**config.mk**
```make
export PLATFORM = sky130hd
export DESIGN_NAME = pkt_bit_tx_flat
export DESIGN_NICKNAME = d
export VERILOG_FILES = /design/src/rtl/pkt_bit_tx_if.sv /design/src/rtl/pkt_bit_tx.sv /design/src/flat_wrapper.sv
export SDC_FILE = /design/constraint.sdc
export NUM_CORES = 1
export LEC_CHECK = 0
export BUFFER_PORTS_ARGS = -buffer_cell sky130_fd_sc_hd__buf_2
export CAP_MARGIN = 20
export CORE_ASPECT_RATIO = 0.9
export CORE_MARGIN = 2
export CORE_UTILIZATION = 60
export DETAILED_ROUTE_END_ITERATION = 7
export PLACE_DENSITY = 0.86
export RECOVER_POWER = 100
export SLEW_MARGIN = 20
export SYNTH_ARGS = -nofsm -noshare
export SYNTH_HDL_FRONTEND = slang
export SYNTH_SLANG_ARGS = --single-unit
```
**constraint.sdc**
```tcl
create_clock -name clk -period 4.4 [get_ports clk]
set_clock_uncertainty 0.05 [all_clocks]
set_input_delay 0.44 -clock clk [delete_from_list [all_inputs] [get_ports clk]]
set_output_delay 0.44 -clock clk [all_outputs]
set_load 0.01 [all_outputs]
```
**src/rtl/pkt_bit_tx_if.sv**
```systemverilog
// Bit-stream packet interface between a host and pkt_bit_tx.
// master: host side (drives the request, observes status and stream).
// slave : transmitter side.
interface pkt_bit_tx_if #(
  parameter int unsigned MAX_LEN = 16,
  parameter int unsigned LW      = $clog2(MAX_LEN + 1)
);
  logic               start;
  logic [LW-1:0]      len;
  logic [MAX_LEN-1:0] data;
  logic               ready;
  logic               len_err;
  logic               pkt_data_vld;
  logic               dout;
  logic               first;
  logic               lastbit;
  logic               done;

  modport master (
    output start, len, data,
    input  ready, len_err, pkt_data_vld, dout, first, lastbit, done
  );

  modport slave (
    input  start, len, data,
    output ready, len_err, pkt_data_vld, dout, first, lastbit, done
  );
endinterface

```
**src/rtl/pkt_bit_tx.sv**
```systemverilog
// Serial packet transmitter: sends a latched payload LSB-first, one bit per clock,
// with first/lastbit framing, a done pulse and an enforced idle gap.
// Optional feature: define PKT_TX_PARITY_EN to append an even-parity beat.
module pkt_bit_tx #(
  parameter int unsigned MAX_LEN = 16,
  parameter int unsigned GAP     = 3,
  parameter int unsigned LW      = $clog2(MAX_LEN + 1)
) (
  input logic         clk,
  input logic         rst,
  pkt_bit_tx_if.slave bus
);

  typedef enum logic [1:0] {StIdle, StSend, StGap} state_e;

  // Gap counter holds remaining extra gap cycles after the first one.
  localparam logic [3:0] GapLoad = (GAP == 0) ? 4'd0 : 4'(GAP - 1);

`ifdef PKT_TX_PARITY_EN
  localparam logic [LW-1:0] ParBeats = LW'(1);
`else
  localparam logic [LW-1:0] ParBeats = LW'(0);
`endif

  state_e             state_q, state_d;
  logic [MAX_LEN-1:0] sh_q, sh_d;
  logic [LW-1:0]      cnt_q, cnt_d;   // beats still to send after the current one
  logic [3:0]         gap_q, gap_d;
  logic               vld_q, vld_d;
  logic               dout_q, dout_d;
  logic               first_q, first_d;
  logic               last_q, last_d;
  logic               done_q, done_d;
  logic               len_err_q, len_err_d;
`ifdef PKT_TX_PARITY_EN
  logic               par_q, par_d;   // running XOR of payload bits already sent
`endif

  logic len_ok;
  assign len_ok = (bus.len != '0) && (bus.len <= LW'(MAX_LEN));

  // Next-state and registered-output decode; stream outputs default to idle.
  always_comb begin
    state_d   = state_q;
    sh_d      = sh_q;
    cnt_d     = cnt_q;
    gap_d     = gap_q;
    vld_d     = 1'b0;
    dout_d    = 1'b0;
    first_d   = 1'b0;
    last_d    = 1'b0;
    done_d    = 1'b0;
    len_err_d = 1'b0;
`ifdef PKT_TX_PARITY_EN
    par_d     = par_q;
`endif
    unique case (state_q)
      StIdle: begin
        if (bus.start) begin
          if (len_ok) begin
            state_d = StSend;
            vld_d   = 1'b1;
            first_d = 1'b1;
            dout_d  = bus.data[0];
            sh_d    = bus.data >> 1;
            cnt_d   = bus.len - LW'(1) + ParBeats;
            last_d  = (cnt_d == '0);
`ifdef PKT_TX_PARITY_EN
            par_d   = bus.data[0];
`endif
          end else begin
            len_err_d = 1'b1;
          end
        end
      end
      StSend: begin
        if (cnt_q != '0) begin
          vld_d  = 1'b1;
          cnt_d  = cnt_q - LW'(1);
          last_d = (cnt_d == '0);
`ifdef PKT_TX_PARITY_EN
          if (cnt_q == LW'(1)) begin
            dout_d = par_q;
          end else begin
            dout_d = sh_q[0];
            sh_d   = sh_q >> 1;
            par_d  = par_q ^ sh_q[0];
          end
`else
          dout_d = sh_q[0];
          sh_d   = sh_q >> 1;
`endif
        end else begin
          // Final beat is on the wire this cycle.
          done_d = 1'b1;
          if (GAP == 0) begin
            state_d = StIdle;
          end else begin
            state_d = StGap;
            gap_d   = GapLoad;
          end
        end
      end
      StGap: begin
        if (gap_q == '0) begin
          state_d = StIdle;
        end else begin
          gap_d = gap_q - 4'd1;
        end
      end
      default: state_d = StIdle;
    endcase
  end

  // State and output registers with synchronous reset.
  always_ff @(posedge clk) begin
    if (rst) begin
      state_q   <= StIdle;
      sh_q      <= '0;
      cnt_q     <= '0;
      gap_q     <= '0;
      vld_q     <= 1'b0;
      dout_q    <= 1'b0;
      first_q   <= 1'b0;
      last_q    <= 1'b0;
      done_q    <= 1'b0;
      len_err_q <= 1'b0;
`ifdef PKT_TX_PARITY_EN
      par_q     <= 1'b0;
`endif
    end else begin
      state_q   <= state_d;
      sh_q      <= sh_d;
      cnt_q     <= cnt_d;
      gap_q     <= gap_d;
      vld_q     <= vld_d;
      dout_q    <= dout_d;
      first_q   <= first_d;
      last_q    <= last_d;
      done_q    <= done_d;
      len_err_q <= len_err_d;
`ifdef PKT_TX_PARITY_EN
      par_q     <= par_d;
`endif
    end
  end

  assign bus.ready        = (state_q == StIdle);
  assign bus.len_err      = len_err_q;
  assign bus.pkt_data_vld = vld_q;
  assign bus.dout         = dout_q;
  assign bus.first        = first_q;
  assign bus.lastbit      = last_q;
  assign bus.done         = done_q;

endmodule

```
**src/flat_wrapper.sv**
```systemverilog
// flat-port wrapper written by rule: the top's interface ports become plain ports
module pkt_bit_tx_flat 
#(
  parameter int unsigned MAX_LEN = 16,
  parameter int unsigned GAP     = 3,
  parameter int unsigned LW      = $clog2(MAX_LEN + 1)
)
  (clk, rst, bus_start, bus_len, bus_data, bus_ready, bus_len_err, bus_pkt_data_vld, bus_dout, bus_first, bus_lastbit, bus_done);
  pkt_bit_tx_if #(.MAX_LEN(MAX_LEN), .LW(LW)) bus_i ();
  input logic clk;
  input logic rst;
  input wire logic [$bits(bus_i.start)-1:0] bus_start;
  input wire logic [$bits(bus_i.len)-1:0] bus_len;
  input wire logic [$bits(bus_i.data)-1:0] bus_data;
  output wire logic [$bits(bus_i.ready)-1:0] bus_ready;
  output wire logic [$bits(bus_i.len_err)-1:0] bus_len_err;
  output wire logic [$bits(bus_i.pkt_data_vld)-1:0] bus_pkt_data_vld;
  output wire logic [$bits(bus_i.dout)-1:0] bus_dout;
  output wire logic [$bits(bus_i.first)-1:0] bus_first;
  output wire logic [$bits(bus_i.lastbit)-1:0] bus_lastbit;
  output wire logic [$bits(bus_i.done)-1:0] bus_done;
  assign bus_i.start = bus_start;
  assign bus_i.len = bus_len;
  assign bus_i.data = bus_data;
  assign bus_ready = bus_i.ready;
  assign bus_len_err = bus_i.len_err;
  assign bus_pkt_data_vld = bus_i.pkt_data_vld;
  assign bus_dout = bus_i.dout;
  assign bus_first = bus_i.first;
  assign bus_lastbit = bus_i.lastbit;
  assign bus_done = bus_i.done;
  pkt_bit_tx #(.MAX_LEN(MAX_LEN), .GAP(GAP), .LW(LW)) u_core (.clk(clk), .rst(rst), .bus(bus_i));
endmodule
```
# Word-level counts from Yosys, hierarchy flattened
# Index checks and enable logic that the tools add are counted.
[totals]
regBits = 33
[classes]
n_reduce_logical = 15
magnitude_cmp = 1
add_sub_neg = 3
n_mux = 30
n_eq_ne = 8
bitwise = 3
[op_table]
columns = ["operator", "count"]
rows = [
  ["two-way mux 16 bit", 3],
  ["one-hot mux 16 bit (2 select lines)", 1],
  ["two-way mux 5 bit", 3],
  ["two-way mux 1 bit", 11],
  ["zero test 5 bit", 2],
  ["one-hot mux 5 bit (2 select lines)", 1],
  ["nonzero test 5 bit", 2],
  ["subtractor 5 x 1 -> 5 bit, second input constant", 2],
  ["two-way mux 2 bit", 4],
  ["two-way mux 4 bit", 2],
  ["one-hot mux 4 bit (2 select lines)", 1],
  ["AND reduction 4 bit", 2],
  ["inequality test 2 x 1 -> 1 bit, second input constant", 3],
  ["inequality test 2 bit, second input constant", 3],
  ["one-hot mux 1 bit (2 select lines)", 3],
  ["one-hot mux 2 bit (3 select lines)", 1],
  ["less-or-equal comparator 5 bit, second input constant", 1],
  ["zero test 4 bit", 1],
  ["nonzero test 2 bit", 2],
  ["OR reduction 2 bit", 2],
  ["subtractor 4 x 1 -> 4 bit, second input constant", 1],
  ["NOT 1 bit", 3],
  ["AND reduction 3 bit", 1],
  ["OR reduction 3 bit", 1],
  ["4 further kinds", 4],
]

# Longest topological paths before layout
# Gate-level depths: netlist (run 1).
[depth]
ltp_word = 5
depth_mapped = 10

# Worst setup path after synthesis (run 1)
# Ideal clock, no wire load.
[synth_path]
path_kind = "in2reg"
from = "input bus_len[1]"
to = "register u_core.sh_q[10]"
required_time_ns = 4.270
t_arrival_ns = 1.997
path_stages = 9
setup_ns = 0.080
slack_ns = 2.273
cell_sequence = "inv_1 > ha_1 > nor3b_4 > mux2i_4 > o21a_1 > buf_2 > buf_2 > nor2_1 > a211oi_2"
[synth_between]
elab_chain_cells = 4
elab_cells_between_ends = 5
[synth_lines]
columns = ["element", "line", "text"]
rows = [
  ["start: declaration", "flat_wrapper.sv:13", "input wire logic [$bits(bus_i.len)-1:0] bus_len;"],
  ["less-or-equal comparator 5 bit or nonzero test 5 bit (tied branches)", "pkt_bit_tx.sv:40", "assign len_ok = (bus.len != '0) && (bus.len <= LW'(MAX_LEN));"],
  ["logical AND 1 bit (*)", "pkt_bit_tx.sv:40", ""],
  ["inequality test 2 x 1 -> 1 bit (no source line) (*)", "-", ""],
  ["AND reduction 4 bit (no source line) (*)", "-", ""],
  ["end signal: assignment", "pkt_bit_tx.sv:119", "sh_q <= '0;"],
  ["end signal: assignment", "pkt_bit_tx.sv:133", "sh_q <= sh_d;"],
  ["end: declaration", "pkt_bit_tx.sv:26", "logic [MAX_LEN-1:0] sh_q, sh_d;"],
]
# Every way passes the cells marked *; elsewhere a longest branch is shown, timed or not.
# A chain may end at the register's enable or synchronous reset.

# Worst setup path in the final report (run 1)
[layout_path]
from = "register u_core.state_q[1]"
to = "register u_core.gap_q[1]"
[layout_between]
elab_chain_cells = 3
elab_cells_between_ends = 7
[layout_lines]
columns = ["element", "line", "text"]
rows = [
  ["start: declaration", "pkt_bit_tx.sv:25", "state_e state_q, state_d;"],
  ["start signal: assignment", "pkt_bit_tx.sv:118", "state_q <= StIdle;"],
  ["start signal: assignment", "pkt_bit_tx.sv:132", "state_q <= state_d;"],
  ["== test 2 bit or == test 2 x 1 -> 1 bit (tied branches)", "pkt_bit_tx.sv:57", "unique case (state_q)"],
  ["inequality test 2 bit (no source line) or nonzero test 2 bit (tied branches)", "-", ""],
  ["AND reduction 3 bit (no source line)", "-", ""],
  ["end signal: assignment", "pkt_bit_tx.sv:135", "gap_q <= gap_d;"],
  ["end: declaration", "pkt_bit_tx.sv:28", "logic [3:0] gap_q, gap_d;"],
]
# Several ways; a longest one is shown, not always the timed one.

==> qor.yml, run 1 <==
antenna_found_initial: 0
gp_routability_congestion: 0.818
cts_tree: "done"
grt_first_pass_wirelength_um: 5600
hold_start: "bus_data[0]"
vias_per_cell: 5.52
timing.final.crit_share: 0.702
worst_pin_slew_ns: 0.942
power_density_mw_per_mm2: 415
crit_buf_inv: 2
synth_top_family_by_area: "compound AO/OA/AOI/OAI gates"
insertion_delay_ns: 0.32
syn2layout_area_growth_pct: 6.39
cp-start-kind: "flip-flop"
htree_levels: 2
drive_above_1_share: 0.191
postCtsHoldBufs: 0
drt-initial-drc-count: 59
cts_resized: 0
synthFlopType: "dfxtp_1"
synth_top_area_share: 0.348
final_cell_count_no_fill: 262
synth_compound_area_frac: 0.187
syn_area_per_cell_um2: 9.54
clock_path_buffers: 2
synth_xor_area_frac: 0.0238
setup_viol: 0
clkTransAtPathRegs_ns: 0.09
ios: 31
n_antenna_cell: 0
track_usage: 0.203
placedCellCount: 255
synth_cell_types: 46
relSlewSlack: 0.365
synth_area_leaders: "dfxtp_1, mux2i_1, a211oi_2, ha_1, nor2_1"
drv_slew: 0
switchingPower_uw: 275
drc: 0
required_ns: 4.58
internal_power_uw: 537
netSwitchingFraction: 0.339
die_x_um: 62.4
ys_warn_count: 0
cts_buffers: 5
die_y_um: 56.5
first_pass_iters: 4
crit_chain: "inv_1 > ha_1 > clkbuf_1 > o21ai_0 > nand3_1 > nor2_1 > a211oi_1"
path_class: "flip-flop to flip-flop"
cts-root-buf: "clkbuf_4"
hold_class: "input port to flip-flop"
final_nets: 253
max_freq_ghz: 0.324
yosys.area_share.simple: 0.187
drt-wirelength-per-cell_um: 13.2
p_total_uw: 812
nFillCells: 275
postCtsSetupRepairBufs: 0
place_hpwl_um: 2440
synth-adder-area-share: 0.0612
worstSetupStartpoint: "u_core.state_q[1]"
synth_nets: 226
netlist_instances: 193
hold_violations: 0
cpPeakStageDelay_ns: 0.73
p_comb_frac: 0.331
arrival_ns: 3.27
tns_ns: 0
ys_ff_latch: 32
numPortBuffers: 30
rows: 19
clock-sinks: 32
async_flop_share: 0
cpLargestDelayFamily: "compound AO/OA/AOI/OAI gates"
start_util: 0.614
vdd_ir_drop_max_v: 0.000222
core_region_area_mm2: 0.00300
pwr-share-clk: 0.223
end_kind: "flip-flop"
period_minus_slack_ns: 3.09
crit_slowest_cell: "clkbuf_1"
sequentialPowerShare: 0.446
synth_area_mm2: 0.00184
synth_area_leader_cell: "dfxtp_1"
num_vias: 1447
cp_max_fo: 14
synth-edff-count: 0
grt_pass1_vias: 1254
synth_mux_area_frac: 0.121
ys_seq_area_frac: 0.348
r2r_start: "u_core.state_q[1]"
cap_violations: 0
die_area_mm2: 0.00353
rsz0062_at_grt: "no"
grt_max_degree: 36
status: "completed"
route.final.wire_length_um: 3450
postRouteAntennaNets: 0
p_leak_nw: 0.736
grt_overflow_total: 0
[path summary, 6_finish.rpt]
kind	slack, ns	end	cells after the start
max	1.31	u_core.gap_q[1]	7
min reg2reg	0.44	u_core.gap_q[0]	2
min	0.32	u_core.bus.dout	3
max reg2reg	1.31	u_core.gap_q[1]	7
[kinds of logic (layout without fill, tap and decap cells)]
kind of cell / after synthesis / count (layout)
AO/OA/AOI/OAI: 38 / 38
XOR/XNOR: 5 / 5
adder cells (fa/ha/maj): 9 / 9
buffers and inverters: 23 / 50
flip-flops: 32 / 32
multiplexers: 21 / 21
AND/OR/NAND/NOR: 65 / 65
[layout by cell type, fill, tap and decap left out, types with 4 or more instances in the layout]
master     n
o21ai_0    4
nand2_1    8
dfxtp_1   32
nor2_1    27
a21oi_1    6
nand3_1    7
buf_2     22
inv_1     11
a211oi_2   9
mux2i_1   21
nand2b_1   5
clkbuf_1   9
clkbuf_4   5
ha_1       9
a211oi_1   6
[registers in the layout, summed over array words and instances, names as in the netlist]
signal	flops
u_core.bus.done	1
u_core.bus.pkt_data_vld	1
u_core.cnt_q	5
u_core.bus.first	1
u_core.bus.len_err	1
u_core.sh_q	15
u_core.bus.lastbit	1
u_core.gap_q	4
u_core.state_q	2
u_core.bus.dout	1
[tightest hold or removal path: stages]
cell     delay (ns)
buf_2          0.08
a22oi_1        0.07
nor2_1         0.07
[Yosys cell counts (2+ instances only)]
cell / instances
nor3_1: 3
nand3_1: 7
a21oi_1: 6
clkbuf_8: 2
ha_1: 9
mux2i_1: 20
clkbuf_1: 3
nand2_1: 8
inv_1: 11
nor2_1: 27
xor2_1: 2
o22ai_1: 2
buf_6: 3
nand3b_1: 3
buf_2: 3
xnor2_1: 3
o21ai_0: 3
a211oi_2: 14
dfxtp_1: 32
nand4_1: 2
nand2b_1: 5
[power groups by stage]
stage	Combinational, mW	Clock [mW]	Sequential, mW
3_3_place_gp	0.277	0	0.368
5_1_grt	0.295	0.202	0.367
6_report	0.269	0.181	0.362
3_5_place_dp	0.287	0	0.369
4_1_cts	0.288	0.188	0.362
2_1_floorplan	0.248	0	0.360
[stage by stage]
| step | cell area (µm²) | worst slack (ns) | hold slack, ns | util |
|---|---|---|---|---|
| final | 1960 | 1.31 | 0.318 | 0.654 |
| after detailed placement | 1970 | 1.95 | 0.421 | 0.657 |
| after floorplan | 1840 | 2.27 | 0.395 | - |
| after global routing | 1960 | 1.06 | 0.309 | 0.654 |
| after global placement | 1970 | 2.01 | 0.412 | 0.657 |
| after CTS | 2030 | 2.03 | 0.307 | 0.678 |
[layer usage]
metal,track usage,vias up,routed length [µm]
met5,0,-,0
met4,0.0476,0,13
met3,0.0681,2,166
met2,0.328,35,1590
met1,0.266,669,1680
li1,-,741,-
[layout make-up]
| cell class | instances | area [µm²] | area share |
|---|---|---|---|
| Multi-Input combinational cell | 138 | 1010 | 0.514 |
| Sequential cell | 32 | 641 | 0.327 |
| Timing Repair Buffer | 32 | 151 | 0.0773 |
| Clock buffer | 7 | 65.1 | 0.0332 |
| Tap cell | 42 | 52.6 | 0.0268 |
| Inverter | 11 | 41.3 | 0.0211 |
Note: power is estimated with default switching activity, not from simulation.
==> inputs of run 2 (changes only) <==
Settings changed: ABC_AREA set to 1, CORE_UTILIZATION 60 to 57, PLACE_DENSITY 0.86 to 0.82.
Clock period 4.4 ns to 3 ns, I/O delays scaled along.
==> qor.yml, run 2 <==
synth_cell_types: 27
fin_area_mm2: 0.00216
cpPeakStageDelay_ns: 0.37
crit_chain: "ha_1 > inv_1 > a21oi_1 > nand2_2 > inv_6 > nand2_1 > nand2_1 > nand2_1 > nor2_1"
cp-start-kind: "flip-flop"
cp.depth: 9
hold_class: "input port to flip-flop"
ys_warn_count: 0
worstSetupStartpoint: "u_core.state_q[0]"
insertion_delay_ns: 0.28
cts_tree: "done"
crit_buf_inv: 2
clock-sinks: 32
gp_routability_congestion: 0.850
grt_max_degree: 41
relSlewSlack: 0.499
n_antenna_cell: 0
largest-register: "u_core.sh_q"
end_kind: "flip-flop"
drv_slew: 0
synth_nets: 306
dr_wl_met2_um: 1840
track_usage: 0.215
arrival_ns: 2.15
clock_path_buffers: 2
synthFlopType: "dfxtp_1"
r2r_start: "u_core.state_q[0]"
vdd_ir_drop_max_v: 0.000454
timing.final.crit_share: 0.659
vias_per_cell: 5.19
rsz0062_at_grt: "no"
dpl_cell_area_mm2: 0.00215
max_freq_ghz: 0.506
numPortBuffers: 30
path_class: "flip-flop to flip-flop"
synth_area_leader_cell: "dfxtp_1"
place_hpwl_um: 2760
postCtsHoldBufs: 0
cpLargestDelayFamily: "simple AND/OR/NAND/NOR gates"
grt_pass1_vias: 1544
status: "completed"
path_common_cell: "nand2_1"
drt-wirelength-per-cell_um: 11.5
power_density_mw_per_mm2: 1030
reg_top3: "u_core.sh_q: 15 flops, u_core.cnt_q: 5 flops, u_core.gap_q: 4 flops"
synthTopCellsByCount: "nand2_1, nor2_1, dfxtp_1"
synth_area_mm2: 0.00207
die_x_um: 67.6
endpoint: "u_core.cnt_q[4]"
cap_violations: 0
setup_viol: 0
tns_ns: 0
core_region_area_mm2: 0.00343
syn2layout_area_growth_pct: 4.29
synth_top_area_share: 0.309
drt-initial-drc-count: 102
ys_seq_area_frac: 0.309
syn_area_per_cell_um2: 7.59
p_total_mw: 2.23
die_area_mm2: 0.00413
final_common_cell: "nand2_1"
cts-root-buf: "clkbuf_8"
drive_above_1_share: 0.201
die_y_um: 61.2
postRouteAntennaNets: 0
clkTransAtPathRegs_ns: 0.06
antenna_found_initial: 0
reg2reg_depth: 9
hold_violations: 0
final_cell_mix: "nand2_1, nor2_1, dfxtp_1"
synth_area_leaders: "dfxtp_1, nand2_1, mux2i_1, nor2_1, nand3_2"
htree_levels: 2
synth_most_common_cell: "nand2_1"
route.final.wire_length_um: 3950
netlist_instances: 273
cts_buffers: 5
crit_slowest_cell: "dfxtp_1"
p_leak_nw: 0.995
rows: 20
cp_max_fo: 37
synth-edff-count: 0
met3_length_um: 188
cts_resized: 0
ios: 31
start_util: 0.604
period_minus_slack_ns: 1.98
final_nets: 331
worst_pin_slew_ns: 0.751
grt_first_pass_wirelength_um: 6560
wl_met1_um: 1860
required_ns: 3.17
grt_overflow_total: 0
num_vias: 1780
async_flop_share: 0
drc: 0
rrSetupSlack_ns: 1.02
postCtsSetupRepairBufs: 0
rr_endpoint: "u_core.cnt_q[4]"
largest_reg_flops: 15
ys_ff_latch: 32
highest_layer: "met4"
first_pass_iters: 4
[run 2: worst min-delay path by stage]
stage	cells after the start	startpoint	slack (ns)	to
floorplan	2	u_core.gap_q[0]	0.39	u_core.gap_q[0]
global placement	2	u_core.gap_q[0]	0.40	u_core.gap_q[0]
detailed placement	2	u_core.gap_q[0]	0.40	u_core.gap_q[0]
CTS	3	bus_data[0]	0.21	u_core.bus.dout
global route	3	bus_data[0]	0.23	u_core.bus.dout
finish	3	bus_data[0]	0.22	u_core.bus.dout
[run 2: cells by family (layout without fill, tap and decap cells)]
logic type / count (synthesis) / count (layout) / synth area share
buffers and inverters: 38 / 64 / 0.115
muxes: 14 / 14 / 0.0676
and+or+nand+nor: 147 / 147 / 0.349
AOI/OAI and AO/OA: 32 / 32 / 0.101
adders and majority gates: 9 / 9 / 0.0543
DFF: 32 / 32 / 0.309
xor gates and xnor gates: 1 / 1 / 0.00423
[run 2: final cells by class]
cell class	count	area, µm²
well taps	44	55.1
inverters	25	98.8
fillers	318	1270
flip-flops and latches	32	641
clock buffers	8	90.1
multi-input cells	203	1130
repair buffers	31	149
[run 2: stage by stage]
| stage | utilization | instances | setup WS (ns) | hold WS [ns] |
|---|---|---|---|---|
| after floorplan | - | 273 | 1.43 | 0.386 |
| after global placement | 0.626 | 335 | 1.21 | 0.396 |
| after detailed placement | 0.626 | 335 | 1.17 | 0.404 |
| after CTS | 0.652 | 343 | 1.18 | 0.209 |
| after global routing | 0.630 | 343 | 0.809 | 0.226 |
| final | 0.630 | 343 | 1.02 | 0.216 |
[run 2: worst reg2reg max path, cell delays in order (launching register included)]
cell and delay, ns:
dfxtp_1 0.37, ha_1 0.37, inv_1 0.16, a21oi_1 0.19, nand2_2 0.10, inv_6 0.26, nand2_1 0.18, nand2_1 0.09
nand2_1 0.05, nor2_1 0.10
[run 2: metal layers]
metal,vias to the layer above,GRT usage
li1,927,-
met1,806,0.256
met2,40,0.375
met3,7,0.0603
met4,0,0.0700
met5,-,0
[run 2: power by group]
part / internal [mW] / total [mW] / switching (mW)
clock network: 0.187 / 0.339 / 0.153
logic: 0.446 / 1.23 / 0.780
registers: 0.575 / 0.667 / 0.0921
==> inputs of run 3 (changes only) <==
Settings changed: ABC_AREA 1 to 0, CORE_UTILIZATION 57 to 55, PLACE_DENSITY 0.82 to 0.8.
Clock period 3 ns to 2 ns, I/O delays scaled along.
==> qor.yml, run 3 (synthesized netlist as in run 1, its figures left out) <==
status: "finished, violations left"
violations: "negative setup slack"
route.final.wire_length_um: 3810
cts_tree: "done"
drv_slew: 0
final_cell_count_no_fill: 274
reg_top3: "u_core.sh_q: 15 flops, u_core.cnt_q: 5 flops, u_core.gap_q: 4 flops"
arrival_ns: 2.16
largest_reg_flops: 15
reg2reg_depth: 7
rr_endpoint: "u_core.gap_q[2]"
end_kind: "flip-flop"
nFillCells: 236
place_hpwl_um: 2740
start_util: 0.591
antenna_found_initial: 0
grt_first_pass_wirelength_um: 6200
drive_above_1_share: 0.284
numPortBuffers: 30
drt-initial-drc-count: 62
gp_routability_congestion: 0.840
p_total_mw: 2.19
die_area_mm2: 0.00383
n_antenna_cell: 0
ios: 31
postCtsHoldBufs: 0
insertion_delay_ns: 0.28
path_class: "flip-flop to flip-flop"
die_x_um: 65.0
clock-sinks: 32
htree_levels: 2
p_leak_nw: 0.834
final.setup.worst_slack_ns: -0.000902
rsz0062_at_grt: "yes"
relSlewSlack: 0.733
endpoint: "u_core.gap_q[2]"
grt_pass1_vias: 1395
cts-root-buf: "clkbuf_8"
die_y_um: 58.9
num_vias: 1496
timing.final.crit_share: 1.00
largest-register: "u_core.sh_q"
cp-start-kind: "flip-flop"
final_cell_mix: "dfxtp_1, nor2_1, buf_2"
final_common_cell: "dfxtp_1"
post-route-util: 0.703
vdd_ir_drop_max_v: 0.000716
worstSetupStartpoint: "u_core.cnt_q[1]"
rrSetupSlack_ns: -0.0009
finalHoldWorstSlack_ns: 0.131
power_density_mw_per_mm2: 998
syn2layout_area_growth_pct: 19.0
drc: 0
core_region_area_mm2: 0.00311
tns_ns: -0.000902
first_pass_iters: 6
grt_max_degree: 24
clkTransAtPathRegs_ns: 0.07
cts_buffers: 5
final_nets: 264
required_ns: 2.16
track_usage: 0.213
period_minus_slack_ns: 2.00
postRouteAntennaNets: 0
vias_per_cell: 5.46
r2r_start: "u_core.cnt_q[1]"
max_freq_ghz: 0.500
hold_class: "input port to flip-flop"
cp_max_fo: 4
rows: 19
placedCellCount: 265
worst_pin_slew_ns: 0.397
drt-wirelength-per-cell_um: 13.9
clock_path_buffers: 2
hold_violations: 0
setup_viol: 1
grt_overflow_total: 0
cap_violations: 0
==> run 3: cell types whose count changed in the layout (fill, tap and decap cells not counted), sizes merged, moves of 11 or more <==
| cell | delta |
|---|---|
| nand2 | -57 |
| a21oi | -24 |
| buf | +11 |
| inv | -14 |
| nor2 | -19 |
| a211oi | +15 |
| nand3 | -22 |
==> run 3: per-layer routing <==
layer | part of all wire | global-route usage | vias up
met2 | 0.49 | 0.368 | 27
met3 | 0.035 | 0.0612 | 5
li1 | - | - | 758
met5 | 0 | 0 | -
met1 | 0.46 | 0.255 | 706
met4 | 0.0094 | 0.0729 | 0
==> run 3: what timing repair did <==
action,4_1_cts,5_1_grt
endpoints found under the setup margin,0,12
buffers inserted,0,1
gates resized for setup,0,4
==> run 3: how the worst min path moves through the flow <==
stage,start,cells past startpoint,slack (ns),endpoint
global route,bus_start,3,0.14,u_core.bus.len_err
CTS,bus_start,3,0.13,u_core.bus.len_err
detailed placement,bus_data[0],3,0.41,u_core.bus.dout
floorplan,bus_start,2,0.28,u_core.bus.len_err
finish,bus_start,3,0.13,u_core.bus.len_err
global placement,bus_data[0],3,0.41,u_core.bus.dout
==> run 3: through the flow <==
stage          setup WS (ns)  area (µm²)
4_1_cts               0.0235        2180
3_3_place_gp          0.0768        2050
6_report           -0.000902        2190
5_1_grt              -0.0826        2190
3_5_place_dp          0.0220        2050
2_1_floorplan        0.00903        1840
==> run 3: critical path, stage by stage (launching register included) <==
cell     delay (ns)
dfxtp_2        0.34
inv_1          0.08
ha_2           0.18
or3b_4         0.40
o21ai_4        0.25
nand4_4        0.13
or3b_1         0.38
a21oi_1        0.13
==> run 3: report_power, final <==
| group | total (mW) | switching [mW] | internal [mW] |
|---|---|---|---|
| sequential | 0.787 | 0.0578 | 0.730 |
| combinational | 0.719 | 0.393 | 0.326 |
| clock | 0.679 | 0.239 | 0.439 |
==> run 3: area by class of cell <==
| type | count | area, µm² | area share |
|---|---|---|---|
| multi-input cells | 138 | 1080 | 0.493 |
| flip-flops and latches | 32 | 642 | 0.293 |
| repair buffers | 43 | 248 | 0.113 |
| clock buffers | 7 | 96.3 | 0.0440 |
| well taps | 42 | 52.6 | 0.0240 |
| inverters | 11 | 41.3 | 0.0188 |
| clock inverters | 1 | 30.0 | 0.0137 |
